===== config.mk =====
export PLATFORM = sky130hd
export DESIGN_NAME = sd_spi_cmd_engine
export DESIGN_NICKNAME = d
export VERILOG_FILES = /design/src/rtl/sd_spi_cmd_engine.sv
export SDC_FILE = /design/constraint.sdc
export NUM_CORES = 1
export LEC_CHECK = 0
export CAP_MARGIN = 20
export CORE_MARGIN = 2
export CORE_UTILIZATION = 62
export DETAILED_ROUTE_END_ITERATION = 8
export HOLD_SLACK_MARGIN = 0.05
export PLACE_DENSITY_LB_ADDON = 0.3
export SLEW_MARGIN = 20
export SYNTH_ARGS = -nofsm -noshare
export SYNTH_HDL_FRONTEND = slang
export SYNTH_SLANG_ARGS = --single-unit

===== constraint.sdc =====
create_clock -name clk -period 4.2 [get_ports clk]
set_input_delay 1.26 -clock clk [delete_from_list [all_inputs] [get_ports clk]]
set_output_delay 1.26 -clock clk [all_outputs]
set_load 0.02 [all_outputs]

===== src/rtl/sd_spi_cmd_engine.sv =====
// sd_spi_cmd_engine
//   Frames one 48-bit SPI-mode SD command, collects the R1 response (plus the
//   4-byte R3/R7 trailer for CMD8/CMD58) and, for CMD17, streams the 512 data
//   bytes. Also provides a programmable SCLK divider and an idle free-run
//   clock mode used for card power-up clocking.
//
// Ports
//   clk, rst            system clock, async active-low reset
//   sclk, mosi, cs      card pins out (mode 0, MSB first, cs active low)
//   miso                card data in
//   cmd[5:0], address   command index and argument (cmd[6] ignored)
//   en                  start request (level)
//   en_clk              free-run sclk while idle
//   div_clk             sclk half-period = div_clk+1 clk cycles
//   i_cs                chip-select value driven while idle/done
//   valid_status        one-clk pulse when a transaction finishes
//   resp_status         R1[6:0], 7'h7F on timeout
//   rdy                 high only in IDLE
//   data_out(_valid)    received trailer/payload byte strobe
//
// state   | meaning
// --------+------------------------------------------------------
// IDLE    | cs follows i_cs, optional free-running sclk
// SEND    | shifting out the 48-bit command frame
// RESP    | polling bytes for the R1 start bit
// R7      | reading the 4-byte R3/R7 trailer (strobed)
// TOKEN   | polling for the 0xFE data start token
// DATA    | reading 512 payload bytes (strobed)
// DCRC    | reading and discarding the 2 data CRC bytes
// TRAIL   | 8 extra sclk cycles with cs low, mosi high
// DONE    | status reported, waiting for en to drop

module sd_spi_cmd_engine #(
  parameter int RESP_POLLS  = 8,
  parameter int TOKEN_POLLS = 4096
) (
  input  logic        clk,
  input  logic        rst,
  output logic        sclk,
  output logic        mosi,
  input  logic        miso,
  output logic        cs,
  input  logic [6:0]  cmd,
  input  logic [31:0] address,
  input  logic        en,
  input  logic        en_clk,
  input  logic [7:0]  div_clk,
  input  logic        i_cs,
  output logic        valid_status,
  output logic [6:0]  resp_status,
  output logic        rdy,
  output logic [7:0]  data_out,
  output logic        data_out_valid
);

  localparam int MAXC = (TOKEN_POLLS > RESP_POLLS) ? TOKEN_POLLS : RESP_POLLS;
  localparam int CW   = $clog2((MAXC > 512) ? MAXC : 512) + 1;

  localparam logic [CW-1:0] RESP_LAST  = CW'(RESP_POLLS - 1);
  localparam logic [CW-1:0] TOKEN_LAST = CW'(TOKEN_POLLS - 1);
  localparam logic [CW-1:0] DATA_LAST  = CW'(511);
  localparam logic [CW-1:0] R7_LAST    = CW'(3);
  localparam logic [CW-1:0] CRC_LAST   = CW'(1);

  typedef enum logic [3:0] {
    ST_IDLE, ST_SEND, ST_RESP, ST_R7, ST_TOKEN, ST_DATA, ST_DCRC, ST_TRAIL, ST_DONE
  } state_t;

  state_t          r_state;
  logic            r_sclk;
  logic            r_mosi;
  logic            r_cs;
  logic            r_rdy;
  logic            r_valid;
  logic [6:0]      r_resp;
  logic [6:0]      r_r1;
  logic [7:0]      r_dout;
  logic            r_dov;
  logic [7:0]      r_div_cnt;
  logic [7:0]      r_div_lat;
  logic [5:0]      r_bit_cnt;
  logic [CW-1:0]   r_byte_cnt;
  logic [5:0]      r_idx;
  logic [46:0]     r_tx;
  logic [6:0]      r_rx;

  logic [39:0]     w_frame;
  logic [6:0]      w_crc;
  logic            w_wrap;
  logic            w_rise;
  logic            w_fall;
  logic [7:0]      w_rx_byte;
  logic            w_byte_end;
  logic            w_unused;

  // Bit-serial CRC7, polynomial x^7 + x^3 + 1, init 0.
  function automatic logic [6:0] crc7(input logic [39:0] d);
    logic [6:0] c;
    logic       fb;
    c = '0;
    for (int i = 39; i >= 0; i--) begin
      fb = d[i] ^ c[6];
      c  = {c[5:0], 1'b0} ^ {3'b000, fb, 2'b00, fb};
    end
    return c;
  endfunction

  assign w_frame    = {2'b01, cmd[5:0], address};
  assign w_crc      = crc7(w_frame);
  assign w_unused   = cmd[6];
  assign w_wrap     = (r_div_cnt == r_div_lat);
  assign w_rise     = w_wrap & ~r_sclk;
  assign w_fall     = w_wrap & r_sclk;
  assign w_rx_byte  = {r_rx, miso};
  assign w_byte_end = (r_bit_cnt == 6'd7);

  assign sclk           = r_sclk;
  assign mosi           = r_mosi;
  assign cs             = r_cs;
  assign rdy            = r_rdy;
  assign valid_status   = r_valid;
  assign resp_status    = r_resp;
  assign data_out       = r_dout;
  assign data_out_valid = r_dov;

  always_ff @(posedge clk or negedge rst) begin
    if (!rst) begin
      r_state    <= ST_IDLE;
      r_sclk     <= 1'b0;
      r_mosi     <= 1'b1;
      r_cs       <= 1'b1;
      r_rdy      <= 1'b1;
      r_valid    <= 1'b0;
      r_resp     <= 7'h7F;
      r_r1       <= 7'h7F;
      r_dout     <= 8'h00;
      r_dov      <= 1'b0;
      r_div_cnt  <= 8'h00;
      r_div_lat  <= 8'h00;
      r_bit_cnt  <= 6'd0;
      r_byte_cnt <= '0;
      r_idx      <= 6'd0;
      r_tx       <= '1;
      r_rx       <= 7'h7F;
    end else begin
      r_valid <= 1'b0;
      r_dov   <= 1'b0;
      case (r_state)
        ST_IDLE: begin
          r_cs   <= i_cs;
          r_mosi <= 1'b1;
          if (en) begin
            r_state    <= ST_SEND;
            r_rdy      <= 1'b0;
            r_cs       <= 1'b0;
            r_idx      <= cmd[5:0];
            // start bit goes straight to mosi; the remaining 47 bits queue in r_tx
            r_mosi     <= w_frame[39];
            r_tx       <= {w_frame[38:0], w_crc, 1'b1};
            r_sclk     <= 1'b0;
            r_div_cnt  <= 8'h00;
            r_div_lat  <= div_clk;
            r_bit_cnt  <= 6'd0;
            r_byte_cnt <= '0;
            r_r1       <= 7'h7F;
          end else if (en_clk) begin
            if (w_wrap) begin
              r_sclk    <= ~r_sclk;
              r_div_cnt <= 8'h00;
              r_div_lat <= div_clk;
            end else begin
              r_div_cnt <= r_div_cnt + 8'd1;
            end
          end else begin
            r_sclk    <= 1'b0;
            r_div_cnt <= 8'h00;
            r_div_lat <= div_clk;
          end
        end

        ST_DONE: begin
          r_cs   <= i_cs;
          r_sclk <= 1'b0;
          if (!en) begin
            r_state <= ST_IDLE;
            r_rdy   <= 1'b1;
          end
        end

        default: begin
          if (w_wrap) begin
            r_sclk    <= ~r_sclk;
            r_div_cnt <= 8'h00;
          end else begin
            r_div_cnt <= r_div_cnt + 8'd1;
          end

          // Falling edge: present next bit; r_tx back-fills with ones so mosi
          // idles high for the whole receive phase.
          if (w_fall) begin
            r_mosi <= r_tx[46];
            r_tx   <= {r_tx[45:0], 1'b1};
            if (r_state == ST_TRAIL && r_bit_cnt == 6'd8) begin
              r_state <= ST_DONE;
              r_valid <= 1'b1;
              r_resp  <= r_r1;
              r_cs    <= i_cs;
            end
          end

          if (w_rise) begin
            r_rx <= w_rx_byte[6:0];
            case (r_state)
              ST_SEND: begin
                if (r_bit_cnt == 6'd47) begin
                  r_state   <= ST_RESP;
                  r_bit_cnt <= 6'd0;
                end else begin
                  r_bit_cnt <= r_bit_cnt + 6'd1;
                end
              end
              ST_TRAIL: r_bit_cnt <= r_bit_cnt + 6'd1;
              default: begin
                r_bit_cnt <= w_byte_end ? 6'd0 : r_bit_cnt + 6'd1;
                if (w_byte_end) begin
                  case (r_state)
                    ST_RESP: begin
                      if (!w_rx_byte[7]) begin
                        r_r1       <= w_rx_byte[6:0];
                        r_byte_cnt <= '0;
                        if (r_idx == 6'd8 || r_idx == 6'd58)
                          r_state <= ST_R7;
                        else if (r_idx == 6'd17 && w_rx_byte == 8'h00)
                          r_state <= ST_TOKEN;
                        else
                          r_state <= ST_TRAIL;
                      end else if (r_byte_cnt == RESP_LAST) begin
                        r_r1    <= 7'h7F;
                        r_state <= ST_TRAIL;
                      end else begin
                        r_byte_cnt <= r_byte_cnt + CW'(1);
                      end
                    end
                    ST_R7: begin
                      r_dout <= w_rx_byte;
                      r_dov  <= 1'b1;
                      if (r_byte_cnt == R7_LAST) r_state <= ST_TRAIL;
                      else r_byte_cnt <= r_byte_cnt + CW'(1);
                    end
                    ST_TOKEN: begin
                      if (w_rx_byte == 8'hFE) begin
                        r_state    <= ST_DATA;
                        r_byte_cnt <= '0;
                      end else if (r_byte_cnt == TOKEN_LAST) begin
                        r_r1    <= 7'h7F;
                        r_state <= ST_TRAIL;
                      end else begin
                        r_byte_cnt <= r_byte_cnt + CW'(1);
                      end
                    end
                    ST_DATA: begin
                      r_dout <= w_rx_byte;
                      r_dov  <= 1'b1;
                      if (r_byte_cnt == DATA_LAST) begin
                        r_state    <= ST_DCRC;
                        r_byte_cnt <= '0;
                      end else begin
                        r_byte_cnt <= r_byte_cnt + CW'(1);
                      end
                    end
                    ST_DCRC: begin
                      if (r_byte_cnt == CRC_LAST) r_state <= ST_TRAIL;
                      else r_byte_cnt <= r_byte_cnt + CW'(1);
                    end
                    default: r_state <= ST_TRAIL;
                  endcase
                end
              end
            endcase
          end
        end
      endcase
    end
  end

endmodule


==> metrics.cfg, run 1 <==
[status]
status = complete, no violations

[yosys]
synth_top_family_by_area = simple AND/OR/NAND/NOR gates
synth_compound_area_frac = 0.142
synth-edff-count = 0
syn_inst = 767
syn_area_sq_mm = 0.00711
yosys_warnings = 0
synth.area.mux_share = 0.0377
ys_top_cells_by_area = dfstp_2, dfrtp_1, nand2_1
synth_top_area_cell = dfstp_2
synth-seq-area-share = 0.456
synthAdderAreaFrac = 0.0123
synthFlopType = dfstp_2
synthArstFlopShare = 1.00
synth_top_cell_area_share = 0.259
synth_cell_type_count = 66
synth_xor_area_frac = 0.111
yosys.area_share.simple = 0.210
ys_ff_latch = 126
avgSynthCellArea_sq_um = 9.27
syn-num-nets = 827

[cts]
clk-insertion-delay-late_ps = 430
cts-buffers-inserted = 17
clk_pin_slew_ps = 60
cts_tree = built
cts_buffer_depth = 2
cts_root_buf = clkbuf_16
post_cts_buffers = 0
cts_resized = 0
clock-sinks = 126
postCtsHoldBufs = 0
htreeDepth = 4

[critical_path]
cp_cell_sequence = xnor2_1, nand4_1, nor2_1, ha_1, and2_1, nand3_1, a21o_1, or4_4, or2_4, o41ai_1
rrSetupSlack_ps = 600
ff2ff_path_depth = 10
r2r-start = r_div_cnt[5]
crit-reg2reg-capture = r_byte_cnt[6]
worstPathMaxFanout = 14
crit_buf_inv = 0
cp_slowest_stage_delay_ps = 630
worst_path_max_delay_cell = or4_4
crit_path_end_kind = flop
worstSetupStartpointType = flop
crit_family = simple AND/OR/NAND/NOR gates
critPathKind = flop to flop
crit_arrival_ps = 3910
cp_data_required_time_ps = 4510

[global_routing]
grt_remaining_overflow = 0
grt_use_total = 0.291
antenna_found_initial = 0
grt_pass1_vias = 6071
grt_first_pass_wirelength_um = 29000
grt_max_degree = 71

[floorplanning]
start_util = 0.628
rows = 39
design.die.area_sq_mm = 0.0123
io_pins = 74
die_y_um = 111
die_x_um = 111
core_sq_mm = 0.0113

[worst_hold_path]
hold_path.startpoint = r_r1[5]
whs_endpoint = resp_status[5]
hold_path_depth = 2
hold_path_class = flop to flop

[sta]
tightest_slew_ps = 874
fin_crit_sh = 0.857
tns_ps = 0
fmax_ghz = 0.278
slew_headroom = 0.413
rsz0062_at_grt = no
finClkSkew_ps = 9.86
fin_crit_ps = 3600
slew_viol_final = 0
hold_viol = 0
setup_viol = 0

[routing]
drt_wl_total_um = 17000
first_pass_iters = 5
avgRoutedWirePerCell_um = 17.3
ant_nets = 0
via_per_inst = 6.16
vias = 6029
drc = 0
dr.first_iter.drc_count = 467

[finish]
multiInputGateArea_sq_mm = 0.00365
seqCellArea_sq_mm = 0.00324
final_common_cell = nand2_1
area_growth_pct = 19.9
nFillCells = 749
drive_gt1_frac = 0.179
antenna_cells = 0
final_cell_mix = nand2_1, clkdlybuf4s50_1, dfstp_2
final_area_sq_mm = 0.00852
fin_nets = 883

[placed_design]
post_dp_cell_area_sq_mm = 0.00792
gp_congestion = 0.900
port_buffers = 72
dp_hpwl_um = 11300

[power_and_ir_drop]
vdd_drop_max_uv = 345
p_per_area_mw_per_mm2 = 381
leakagePower_uw = 0.00364

[flow_run]
cap_violations = 0

==> registers in the layout, summed over array words and instances (netlist names) <==
name	count
r_idx	6
r_div_lat	8
cs	1
r_rx	7
r_byte_cnt	13
mosi	1
r_bit_cnt	6
data_out_valid	1
resp_status	7
r_r1	7
sclk	1
r_tx	46
rdy	1
r_div_cnt	8
data_out	8
r_state	4
valid_status	1
==> where the power goes <==
part / total [uW] / switching (uW) / internal, uW / leakage, uW
Clock: 1510 / 560 / 952 / 0.000291
Combinational: 517 / 250 / 268 / 0.00189
Sequential: 1220 / 0 / 1220 / 0.00146
Total: 3250 / 809 / 2440 / 0.00364
==> worst min-delay path, stage by stage, from the launching register on <==
cell	delay (ps)
dfstp_2	360
nand2_1	50
nand2_1	40
==> metal layers <==
metal / routed length (um) / vias up / share of wire / track usage
met5: 0 / - / 0 / 0
met4: 318 / 0 / 0.019 / 0.102
met3: 1110 / 37 / 0.065 / 0.0804
met2: 8630 / 238 / 0.51 / 0.492
met1: 6900 / 2963 / 0.41 / 0.362
li1: - / 2791 / - / -
==> cells by family after synthesis <==
logic type,count (synthesis)
AND/OR/NAND/NOR,329
multiplexers,24
buffers and inverters,52
XOR/XNOR,71
adder cells (fa/ha/maj),7
AO/OA/AOI/OAI,158
flip-flops,126
==> area by class of cell <==
type                            count  share of cell area
Tap cell                          143              0.0210
Clock inverter                     12              0.0191
Multi-Input combinational cell    589               0.429
Sequential cell                   126               0.380
Inverter                            8             0.00352
Timing Repair Buffer               81              0.0951
Clock buffer                       20              0.0524
==> how the worst max path moves through the flow <==
stage	startpoint	endpoint	slack (ps)	depth (start not counted)
finish	r_div_cnt[5]	r_byte_cnt[6]	600	10
global placement	cmd[4]	r_tx[1]	360	8
floorplan	cmd[4]	r_tx[1]	1050	7
detailed placement	cmd[4]	r_tx[1]	260	8
CTS	r_div_cnt[5]	r_byte_cnt[11]	620	10
global route	r_div_cnt[5]	r_byte_cnt[11]	360	10
==> cell usage after synthesis, types with 3 or more instances <==
master,instances
xor2_1,16
nand2b_1,10
dfstp_2,70
xnor2_2,3
and3_1,5
o211ai_1,6
nor2_1,69
nand3_1,17
and2_1,3
inv_1,7
buf_2,3
nand2_1,167
ha_1,7
clkbuf_1,34
o31ai_1,14
o22ai_1,3
nor3_1,13
nor4_1,3
o21ai_0,40
nor2b_1,12
o41ai_1,3
xnor3_1,7
a31oi_1,44
mux2_2,22
dfrtp_1,56
nand4_1,9
xnor2_1,42
o22a_1,3
a2111oi_0,4
nand3b_1,3
a21oi_1,24
==> stage by stage <==
stage                     power, uW  utilization  cells  hold slack, ps  worst slack (ps)
after floorplan                1600            -    767             434              1050
after detailed placement       1740        0.699    947             444               264
after CTS                      3260        0.753    979             453               623
after global routing           3350        0.753    979             468               361
final                          3250        0.753    979             450               601
after global placement         1720        0.699    947             441               357
No activity file was read; power rests on OpenSTA's default activity.
==> run 2, diff against run 1 <==
--- a/config.mk
+++ b/config.mk
@@ -10,7 +10,7 @@
 export CORE_UTILIZATION = 62
 export DETAILED_ROUTE_END_ITERATION = 8
 export HOLD_SLACK_MARGIN = 0.05
-export PLACE_DENSITY_LB_ADDON = 0.3
+export PLACE_DENSITY_LB_ADDON = 0.05
 export SLEW_MARGIN = 20
 export SYNTH_ARGS = -nofsm -noshare
 export SYNTH_HDL_FRONTEND = slang
==> metrics.cfg, run 2 (synthesis gave the netlist of run 1 again) <==
[global_routing]
grt_use_total = 0.280  ; -0.0108
met1_usage = 0.354  ; -0.00753
grt_remaining_overflow = 0  ; unchanged
grt_max_degree = 69  ; -2.8%
busiest_layer = met2
grt_pass1_vias = 5808  ; -4.3%
grt_first_pass_wirelength_um = 27900  ; -3.7%
grt.met2_usage = 0.481  ; -0.0110
antenna_found_initial = 0  ; unchanged
global_route.usage.met3 = 0.0552  ; -0.0252

[sta]
fmax_ghz = 0.281  ; +1.1%
slew_headroom = 0.473  ; +0.0606
tns_ps = 0  ; unchanged
hold_viol = 0  ; unchanged
slew_viol_final = 0  ; unchanged
rsz0062_at_grt = no
tightest_slew_ps = 770  ; -104 ps
finClkSkew_ps = 5.86  ; -4.00 ps
fin_crit_sh = 0.848  ; -0.00921
fin_crit_ps = 3560  ; -38.7 ps
hold_ws_ps = 454  ; +4.26 ps
setup_viol = 0  ; unchanged

[floorplanning]
start_util = 0.628  ; unchanged
die_x_um = 111  ; unchanged
core_sq_mm = 0.0113  ; unchanged
rows = 39  ; unchanged
io_pins = 74  ; unchanged
die_y_um = 111  ; unchanged
design.die.area_sq_mm = 0.0123  ; unchanged

[routing]
avgRoutedWirePerCell_um = 17.1  ; -1.4%
first_pass_iters = 5  ; unchanged
via_per_inst = 5.94  ; -3.6%
vias = 5817  ; -3.5%
ant_nets = 0  ; unchanged
drt_wl_total_um = 16700  ; -1.3%
dr.first_iter.drc_count = 520  ; +11%
drc = 0  ; unchanged

[power_and_ir_drop]
p_per_area_mw_per_mm2 = 378  ; -0.66%
internal-power_uw = 2440  ; about the same
vdd_drop_max_uv = 293  ; -15%
leakagePower_uw = 0.00365  ; +0.36%
p_switching_uw = 787  ; -2.8%
combPwrFrac = 0.158  ; about the same
sw_frac_of_total = 0.244  ; -0.00540
clkPwrFrac = 0.464  ; -0.002
seqPwrFrac = 0.377  ; +0.002

[critical_path]
ff2ff_path_depth = 10  ; unchanged
crit-reg2reg-capture = r_byte_cnt[6]
crit_buf_inv = 0  ; unchanged
cp_cell_sequence = xnor2_1, nand4_1, nor2_1, ha_1, and2_1, nand3_1, a21o_1, or4_4, or2_4, o41ai_1
rrSetupSlack_ps = 640  ; +40 ps
r2r-start = r_div_cnt[2]
crit_family = simple AND/OR/NAND/NOR gates
cp_slowest_stage_delay_ps = 630  ; about the same
crit_arrival_ps = 3860  ; -50 ps
worst_path_max_delay_cell = or4_4
worstPathMaxFanout = 14  ; unchanged
worstSetupStartpointType = flop
crit_path_end_kind = flop
cp_data_required_time_ps = 4500  ; about the same
critPathKind = flop to flop

[cts]
htreeDepth = 4  ; unchanged
clk-insertion-delay-late_ps = 420  ; about the same
cts_resized = 0  ; unchanged
cts_root_buf = clkbuf_16
cts_tree = built
cts_buffer_depth = 2  ; unchanged
cts-buffers-inserted = 17  ; unchanged
post_cts_buffers = 0  ; unchanged
postCtsHoldBufs = 0  ; unchanged
clock-sinks = 126  ; unchanged
clk_pin_slew_ps = 50  ; about the same

[flow_run]
cap_violations = 0  ; unchanged

[finish]
area_growth_pct = 19.9  ; about the same
largest_register_ffs = 46  ; unchanged
final_cells = 980  ; +0.10%
drive_gt1_frac = 0.180  ; +0.000980
final_cell_mix = nand2_1, clkdlybuf4s50_1, dfstp_2
antenna_cells = 0  ; unchanged
utilization = 0.753  ; about the same
final_common_cell = nand2_1
fin_nets = 884  ; +0.11%
top_register = r_tx
top_regs = r_tx (46), r_byte_cnt (13)

[worst_hold_path]
hold_path.startpoint = r_r1[0]
whs_endpoint = resp_status[0]
hold_path_depth = 2  ; unchanged
hold_path_class = flop to flop

[placed_design]
dp_hpwl_um = 11500  ; +1.7%
gp_congestion = 0.909  ; +0.92%
place_inst = 948  ; +0.11%
port_buffers = 72  ; unchanged

[status]
status = complete, no violations

run 2: metal layers:
layer	wire length, um	part of all wire	vias to the layer above
li1	-	-	2786
met1	7210	0.43	2838
met2	8480	0.51	163
met3	725	0.043	30
met4	331	0.020	0
met5	0	0	-
run 2: power groups by stage:
stage          registers [uW]  logic (uW)  clock network (uW)
6_report                 1220         510                1500
5_1_grt                  1220         540                1570
4_1_cts                  1220         516                1510
3_5_place_dp             1240         511                   0
3_3_place_gp             1240         491                   0
2_1_floorplan            1240         361                   0
run 2: tightest hold or removal path, stage by stage, from the launching register on:
cell     delay (ps)
dfstp_2         360
nand2_1          50
nand2_1          40
run 2: layout make-up:
cell class,count,area (sq um)
fill,817,2790
inverter,8,30.0
clock inverter,9,105
clock buffer,23,499
multi-input combinational,589,3650
tap,143,179
sequential,126,3240
timing repair buffer,82,818
run 2: worst max-delay path by stage:
stage               cells past startpoint             to    startpoint  slack, ps
finish                                 10  r_byte_cnt[6]  r_div_cnt[2]        640
global route                           10  r_byte_cnt[5]  r_div_cnt[1]        440
CTS                                     8        r_tx[1]        cmd[4]        640
detailed placement                      8        r_tx[1]        cmd[4]        220
global placement                        8        r_tx[1]        cmd[4]        350
floorplan                               7        r_tx[1]        cmd[4]       1050
run 2: per-stage QoR:
step	area (sq um)	worst slack, ps	total power [uW]
2_1_floorplan	7110	1050	1600
3_3_place_gp	7920	354	1730
3_5_place_dp	7920	223	1750
4_1_cts	8530	638	3250
5_1_grt	8530	440	3330
6_report	8530	640	3230
==> run 3, diff against run 2 <==
--- a/config.mk
+++ b/config.mk
@@ -7,7 +7,7 @@
 export LEC_CHECK = 0
 export CAP_MARGIN = 20
 export CORE_MARGIN = 2
-export CORE_UTILIZATION = 62
+export CORE_UTILIZATION = 57
 export DETAILED_ROUTE_END_ITERATION = 8
 export HOLD_SLACK_MARGIN = 0.05
 export PLACE_DENSITY_LB_ADDON = 0.05
==> constraint.sdc (replaced) <==
create_clock -name clk -period 3.3 [get_ports clk]
set_input_delay 0.99 -clock clk [delete_from_list [all_inputs] [get_ports clk]]
set_output_delay 0.99 -clock clk [all_outputs]
set_load 0.02 [all_outputs]
==> metrics.cfg, run 3 (synthesis gave the netlist of run 1 again) <==
[status]
status = complete, no violations

[placed_design]
gp_congestion = 0.883  ; -2.8%
dp_slack_ps = -193  ; -415 ps
port_buffers = 72  ; unchanged
place_inst = 1012  ; +6.8%
dp_hpwl_um = 11800  ; +2.6%

[global_routing]
grt_remaining_overflow = 0  ; unchanged
grt_use_total = 0.263  ; -0.0168
grt_pass1_vias = 5780  ; -0.48%
antenna_found_initial = 0  ; unchanged
grt_max_degree = 57  ; -17%
grt_first_pass_wirelength_um = 27700  ; -0.59%

[floorplanning]
rows = 40  ; +2.6%
die_x_um = 116  ; +4.1%
start_util = 0.587  ; -0.0410
io_pins = 74  ; unchanged
design.die.area_sq_mm = 0.0134  ; +8.5%
die_y_um = 116  ; +4.1%
core_sq_mm = 0.0121  ; +7.0%

[sta]
setup_viol = 0  ; unchanged
rsz0062_at_grt = no
finClkSkew_ps = 9.19  ; +3.32 ps
tightest_slew_ps = 816  ; +45.8 ps
timing.final.ws_setup_ps = 215  ; -425 ps
fin_crit_sh = 0.935
fin_crit_ps = 3080
hold_viol = 0  ; unchanged
slew_headroom = 0.456  ; -0.0172
fmax_ghz = 0.324
slew_viol_final = 0  ; unchanged

[critical_path]
crit_family = XOR/XNOR gates
ff2ff_path_depth = 10  ; unchanged
crit-reg2reg-capture = r_byte_cnt[11]
crit_arrival_ps = 3420  ; -440 ps
crit_path_end_kind = flop
crit_buf_inv = 1  ; +1
worstSetupStartpointType = input pin
worst_path_max_delay_cell = clkdlybuf4s50_1
cp_cell_sequence = clkdlybuf4s50_1, xnor3_1, xor2_1, xor2_1, xnor3_1, xnor2_1, xnor2_1, o211ai_1
r2r-start = r_div_cnt[0]
worstPathMaxFanout = 3  ; -11
cp_slowest_stage_delay_ps = 540  ; -90 ps
critPathKind = input pin to flop
cp_data_required_time_ps = 3630  ; -870 ps
rrSetupSlack_ps = 370  ; -270 ps

[worst_hold_path]
hold_path_depth = 2  ; unchanged
hold_path.startpoint = r_r1[0]
hold_path_class = flop to flop
whs_endpoint = resp_status[0]

[cts]
postCtsHoldBufs = 0  ; unchanged
htreeDepth = 4  ; unchanged
clk-insertion-delay-late_ps = 420  ; about the same
cts_tree = built
cts-buffers-inserted = 17  ; unchanged
clock-sinks = 126  ; unchanged
post_cts_buffers = 0  ; unchanged
clk_pin_slew_ps = 60  ; about the same
cts_resized = 0  ; unchanged
cts_buffer_depth = 2  ; unchanged
cts_root_buf = clkbuf_16

[routing]
avgRoutedWirePerCell_um = 16.0  ; -6.3%
drt_wl_total_um = 16700  ; -0.15%
drc = 0  ; unchanged
vias = 5924  ; +1.8%
ant_nets = 0  ; unchanged
via_per_inst = 5.67  ; -4.4%
first_pass_iters = 5  ; unchanged
dr.first_iter.drc_count = 415  ; -20%

[power_and_ir_drop]
p_per_area_mw_per_mm2 = 473  ; +25%
vdd_drop_max_uv = 388  ; +32%
leakagePower_uw = 0.00384  ; +5.1%

[finish]
drive_gt1_frac = 0.215  ; +0.0342
final_common_cell = nand2_1
utilization = 0.731  ; -0.0226
top_register = r_tx
top_regs = r_tx (46), r_byte_cnt (13)
final_cells = 1044  ; +6.5%
fin_nets = 923  ; +4.4%
antenna_cells = 0  ; unchanged
final_cell_mix = nand2_1, clkdlybuf4s50_1, dfstp_2
area_growth_pct = 24.5
largest_register_ffs = 46  ; unchanged

[flow_run]
cap_violations = 0  ; unchanged

## run 3: changes by cell type in the layout (fill, tap and decap cells not counted), sizes merged
cell	before	now
buf	11	50
clkbuf	23	27
clkinv	5	1
## run 3: stage by stage
| stage | TNS (ps) | power (uW) | area, sq um | hold slack [ps] |
|---|---|---|---|---|
| after global placement | -571 | 2310 | 8250 | 439 |
| after CTS | 0 | 4220 | 8850 | 448 |
| after floorplan | 0 | 2030 | 7110 | 434 |
| after global routing | 0 | 4350 | 8850 | 467 |
| after detailed placement | -859 | 2320 | 8250 | 443 |
| final | 0 | 4190 | 8850 | 446 |
## run 3: how the worst max path moves through the flow
stage                startpoint      end  slack (ps)  cells after the start
floorplan                cmd[4]  r_tx[1]         420                      7
global placement         cmd[4]  r_tx[1]        -150                      8
detailed placement  address[26]  r_tx[5]        -190                      8
CTS                 address[26]  r_tx[5]         220                      8
global route        address[26]  r_tx[5]          90                      8
finish              address[26]  r_tx[5]         220                      8
## run 3: layout make-up
cell class	count	area, sq um
clock inverters	5	78.8
multi-input cells	589	3650
flip-flops and latches	126	3240
well taps	168	210
repair buffers	121	1110
fillers	938	3260
clock buffers	27	523
inverters	8	30.0
## run 3: power by group
| part | internal (uW) | switching [uW] | total [uW] |
|---|---|---|---|
| sequential | 1550 | 0 | 1550 |
| clock | 1230 | 662 | 1890 |
| combinational | 430 | 312 | 742 |
## run 3: worst reg2reg max path: stages (launching register included)
cell     delay [ps]
dfrtp_1         440
xnor2_1         170
nand4_1         150
nor2_1          200
ha_1            210
and2_1          140
nand3_1          70
a21o_1          240
or4_4           540
or2_4           340
o41ai_1         310
## run 3: layer usage
metal | wire length, um | track usage | part of all wire | up-vias
met3 | 696 | 0.0476 | 0.042 | 16
li1 | - | - | - | 2871
met2 | 8470 | 0.454 | 0.51 | 157
met5 | 0 | 0 | 0 | -
met4 | 181 | 0.0802 | 0.011 | 0
met1 | 7370 | 0.341 | 0.44 | 2880
==> patch 1, RTL diff (flow settings as in run 1) <==
Re-encode `state_t` (9 states) as Gray code, 4 bits wide.
--- a/src/rtl/sd_spi_cmd_engine.sv
+++ b/src/rtl/sd_spi_cmd_engine.sv
@@ -64,5 +64,5 @@
 
   typedef enum logic [3:0] {
-    ST_IDLE, ST_SEND, ST_RESP, ST_R7, ST_TOKEN, ST_DATA, ST_DCRC, ST_TRAIL, ST_DONE
+    ST_IDLE = 4'b0000, ST_SEND = 4'b0001, ST_RESP = 4'b0011, ST_R7 = 4'b0010, ST_TOKEN = 4'b0110, ST_DATA = 4'b0111, ST_DCRC = 4'b0101, ST_TRAIL = 4'b0100, ST_DONE = 4'b1100
   } state_t;
 
Function: same outputs for any inputs over 4 cycles, from zero or initial values and one cycle with rst low; so few cycles prove little.
==> patch 1 against run 1 <==
Final area up 1.6%. Highest routed layer unchanged. Worst setup slack worse by 0.062 ns. Area after synthesis up 0.83%. Die area up 0.80%. Sequential cell count unchanged. Sequential power up 11%. First-iteration DRC count up 11%. Wire length down 2.8%. Maximum frequency down 1.7%. Total power up 17%.
==> patch 1: results (changes against run 1) <==
status: completed
Combinational Power Share: 24.4% (+8.5 points)
area of the multi-input gates: 3740 sq um (+2.2%)
Reg2Reg Launch Point: r_div_cnt[2]$_DFFE_PN0N_
Critical Path Source: cmd[1]
sequential share of cell area: 37.4% (-0.59 points)
Yosys cell types: 56 (-15%)
vias in the first global route: 5751 (-5.3%)
Non-clk invs: 20 (+12)
# fillers: 781 (+4.3%)
met1 WL: 6860 microns (-0.59%)
CP max FO: 6 (-8)
1st-pass router iterations: 6 (+1)
met3 track demand over resource: 6.86% (-1.2 points)
flop-to-flop setup slack: 0.93 ns (+0.33 ns)
# nets final: 865 (-2.0%)
HPWL after detailed placement: 11300 microns (+0.34%)
Flop pwr share: 35.8% (-1.7 points)
worst hold slack: 0.459 ns (+0.00946 ns)
synth cell count leaders: nand2_1 (131), nor2_1 (73), dfstp_2 (70)
hold path start: rdy$_DFFE_PN1P_
crit path capture: r_tx[4]$_DFFE_PN1P_
Power, Total: 3790 uW (+17%)
global-route wire length before repair: 27400 microns (-5.2%)
Via Count: 5730 (-5.0%)
P_leak: 0.00391 uW (+7.5%)
Tot GR Track Use: 27.6% (-1.5 points)
Placement Cell Area: 8050 sq um (+1.7%)
met2 Usage GRT: 47.9% (-1.3 points)
multi-input gates: 556 (-5.6%)
mean routed wirelength per cell: 17.2 microns (-0.97%)
clk_skew: 0.00740 ns (-0.00247 ns)
Signal buffers: 84 (+3.7%)
M1 GR Usage: 34.0% (-2.2 points)
clock buf count: 18 (-10%)
NonClk Buf Share: 9.48% (-0.031 points)
largest net degree at the start of global routing: 85 (+20%)
worst r2r path cells: 11 (+1)
DR iter-0 viols: 519 (+11%)
Net Count, Synth: 798 (-3.5%)
Max IR drop VDD: 0.000381 V (+11%)
DR WL met3: 790 microns (-29%)
patch 1: cell types whose count changed after synthesis, moves of 10 or more:
cell	run 1	this run
inv_1	7	20
mux2_2	22	36
and3_1	5	17
nand2_1	167	131
xnor2_1	42	32
a21oi_1	24	14
patch 1: worst max-delay path, stage by stage:
cell	delay [ns]
clkdlybuf4s50_1	0.68
xor3_1	0.55
xnor2_1	0.21
xnor3_1	0.29
xor3_2	0.45
xnor2_2	0.24
mux2i_1	0.23
nand3_1	0.09
patch 1: cells by family after synthesis:
group | count (synthesis) | synth area share (%)
mux | 46 | 7.05
fa+ha+maj | 7 | 1.22
buf+inv | 56 | 2.93
xor+xnor | 69 | 13.3
compound gates | 135 | 11.5
simple gates | 299 | 18.7
flops | 126 | 45.2
patch 1: stage by stage:
stage | utilization, % | setup WS [ns] | cells
finish | 76.2 | 0.539 | 961
global route | 76.2 | 0.487 | 961
CTS | 76.2 | 0.559 | 961
detailed placement | 70.8 | 0.118 | 929
global placement | 70.8 | 0.156 | 929
floorplan | - | 0.795 | 738
==> patch 2, RTL diff (settings of run 1) <==
Made on the original files. The parameter `TOKEN_POLLS` goes from 4096 to 2048.
--- a/src/rtl/sd_spi_cmd_engine.sv
+++ b/src/rtl/sd_spi_cmd_engine.sv
@@ -33,5 +33,5 @@
 module sd_spi_cmd_engine #(
   parameter int RESP_POLLS  = 8,
-  parameter int TOKEN_POLLS = 4096
+  parameter int TOKEN_POLLS = 2048
 ) (
   input  logic        clk,
Check against the original RTL: same outputs for any inputs over 4 cycles, from zero or initial values and one cycle with rst low; that may be too few to reach the edited logic, so the function may still have changed.
==> patch 2 against run 1 <==
Combinational power up 13%. Non-clock buffer count up 2. Total power up 1.6%. Hold slack better by 0.0031 ns. Utilization up 2.1 points. Area after synthesis down 0.63%. Maximum frequency up 1.1%. Wire length down 0.52%. Count of clock-buffer cells in the layout up 2. Worst setup slack better by 0.040 ns. Via count down 0.46%. Sequential cell count down 1. Final area down 0.23%. Critical path type is now input pin to flip-flop.
==> patch 2: results (changes against run 1) <==
status: completed
Longest Clk Path Bufs: 2 (unchanged)
Net Count, Synth: 830 (+0.36%)
sw frac: 23.9% (-1.0 points)
Tot GR Track Use: 28.7% (-0.38 points)
largest net degree at the start of global routing: 70 (-1.4%)
WL final: 16900 microns (-0.52%)
HPWL after detailed placement: 11200 microns (-0.70%)
Via Count: 6001 (-0.46%)
latest clock arrival within the worst-skew pair: 0.42 ns
CP max stage delay: 0.56 ns (-0.07 ns)
vias in the first global route: 5967 (-1.7%)
slowest cell on the critical path: clkdlybuf4s50_1
worst min path class: flip-flop to flip-flop
flop-to-flop setup slack: 1.04 ns (+0.44 ns)
Worst Tran Pin Value: 0.844 ns (-0.0303 ns)
Top Registers: r_tx (46), r_byte_cnt (12)
xor and xnor area share after synthesis: 11.7% (+0.60 points)
Seq/Total Area, Yosys: 45.5% (-0.064 points)
1st-pass router iterations: 6 (+1)
synth cell count leaders: nand2_1 (174), nor2_1 (77), dfstp_2 (70)
mux contribution to synthesized area: 3.65% (-0.12 points)
Flop pwr share: 36.6% (-0.9 points)
PortBufs: 72 (unchanged)
global-route wire length before repair: 28900 microns (-0.19%)
worst hold slack: 0.453 ns (+0.00305 ns)
dominant cells by area after synthesis: dfstp_2 (26%), dfrtp_1 (19%), nand2_1 (9.2%)
WP data arrival: 3.92 ns (about the same)
Power, Total: 3300 uW (+1.6%)
Max IR drop VDD: 0.000353 V (+2.5%)
layout cells sized above 1: 17.4% (-0.50 points)
clk_skew: 0.00958 ns (-0.000287 ns)
Reg2Reg Launch Point: r_div_cnt[2]$_DFFE_PN0N_
Comb power: 585 uW (+13%)
CP max FO: 3 (-11)
P_leak: 0.00373 uW (+2.5%)
DR iter-0 viols: 664 (+42%)
antenna violations before repair: 0 (unchanged)
## patch 2: per-layer routing
metal  wire length [microns]  GRT usage [%]  vias to the layer above
met3                    1100           6.12                       35
met1                    7240           38.6                     2910
li1                        -              -                     2789
met5                       0              0                        -
met4                     315           11.5                        0
met2                    8210           45.8                      267
## patch 2: cell families (layout without fill, tap and decap cells)
kind of cell	after synthesis	count (layout)
flops	125	125
simple gates	342	342
fa+ha+maj	7	7
buf+inv	52	125
compound gates	154	154
xor+xnor	67	67
mux	23	23
## patch 2: final timing paths
path,endpoint,cells after the start
worst min-delay path,resp_status[5]$_DFFE_PN1P_,2
max in group asynchronous,r_tx[8]$_DFFE_PN1P_,2
worst min register to register,resp_status[5]$_DFFE_PN1P_,2
worst max register to register,r_state[0]$_DFFE_PN0P_,10
worst max-delay path,r_tx[1]$_DFFE_PN1P_,8
min in group asynchronous,data_out[6]$_DFFE_PN0P_,1
## patch 2: metrics by stage
step	std cells	area [sq um]	util (%)	setup slack (ns)
3_5_place_dp	951	7900	72.0	0.230
4_1_cts	983	8500	77.4	0.654
5_1_grt	983	8500	77.4	0.516
6_report	983	8500	77.4	0.641
2_1_floorplan	770	7060	-	0.962
3_3_place_gp	951	7900	72.0	0.314
## patch 2: worst max-delay path: cells and delay by family
| kind | cells | cell delay, ns |
|---|---|---|
| AO/OA/AOI/OAI | 1 | 0.15 |
| XOR/XNOR | 6 | 1.95 |
| buffers and inverters | 1 | 0.56 |
## patch 2: area by class of cell
type | instances | area (sq um)
Fill cell | 681 | 2480
Tap cell | 140 | 175
Clock inverter | 10 | 138
Inverter | 10 | 37.5
Sequential cell | 125 | 3220
Multi-Input combinational cell | 593 | 3650
Clock buffer | 22 | 464
Timing Repair Buffer | 83 | 826
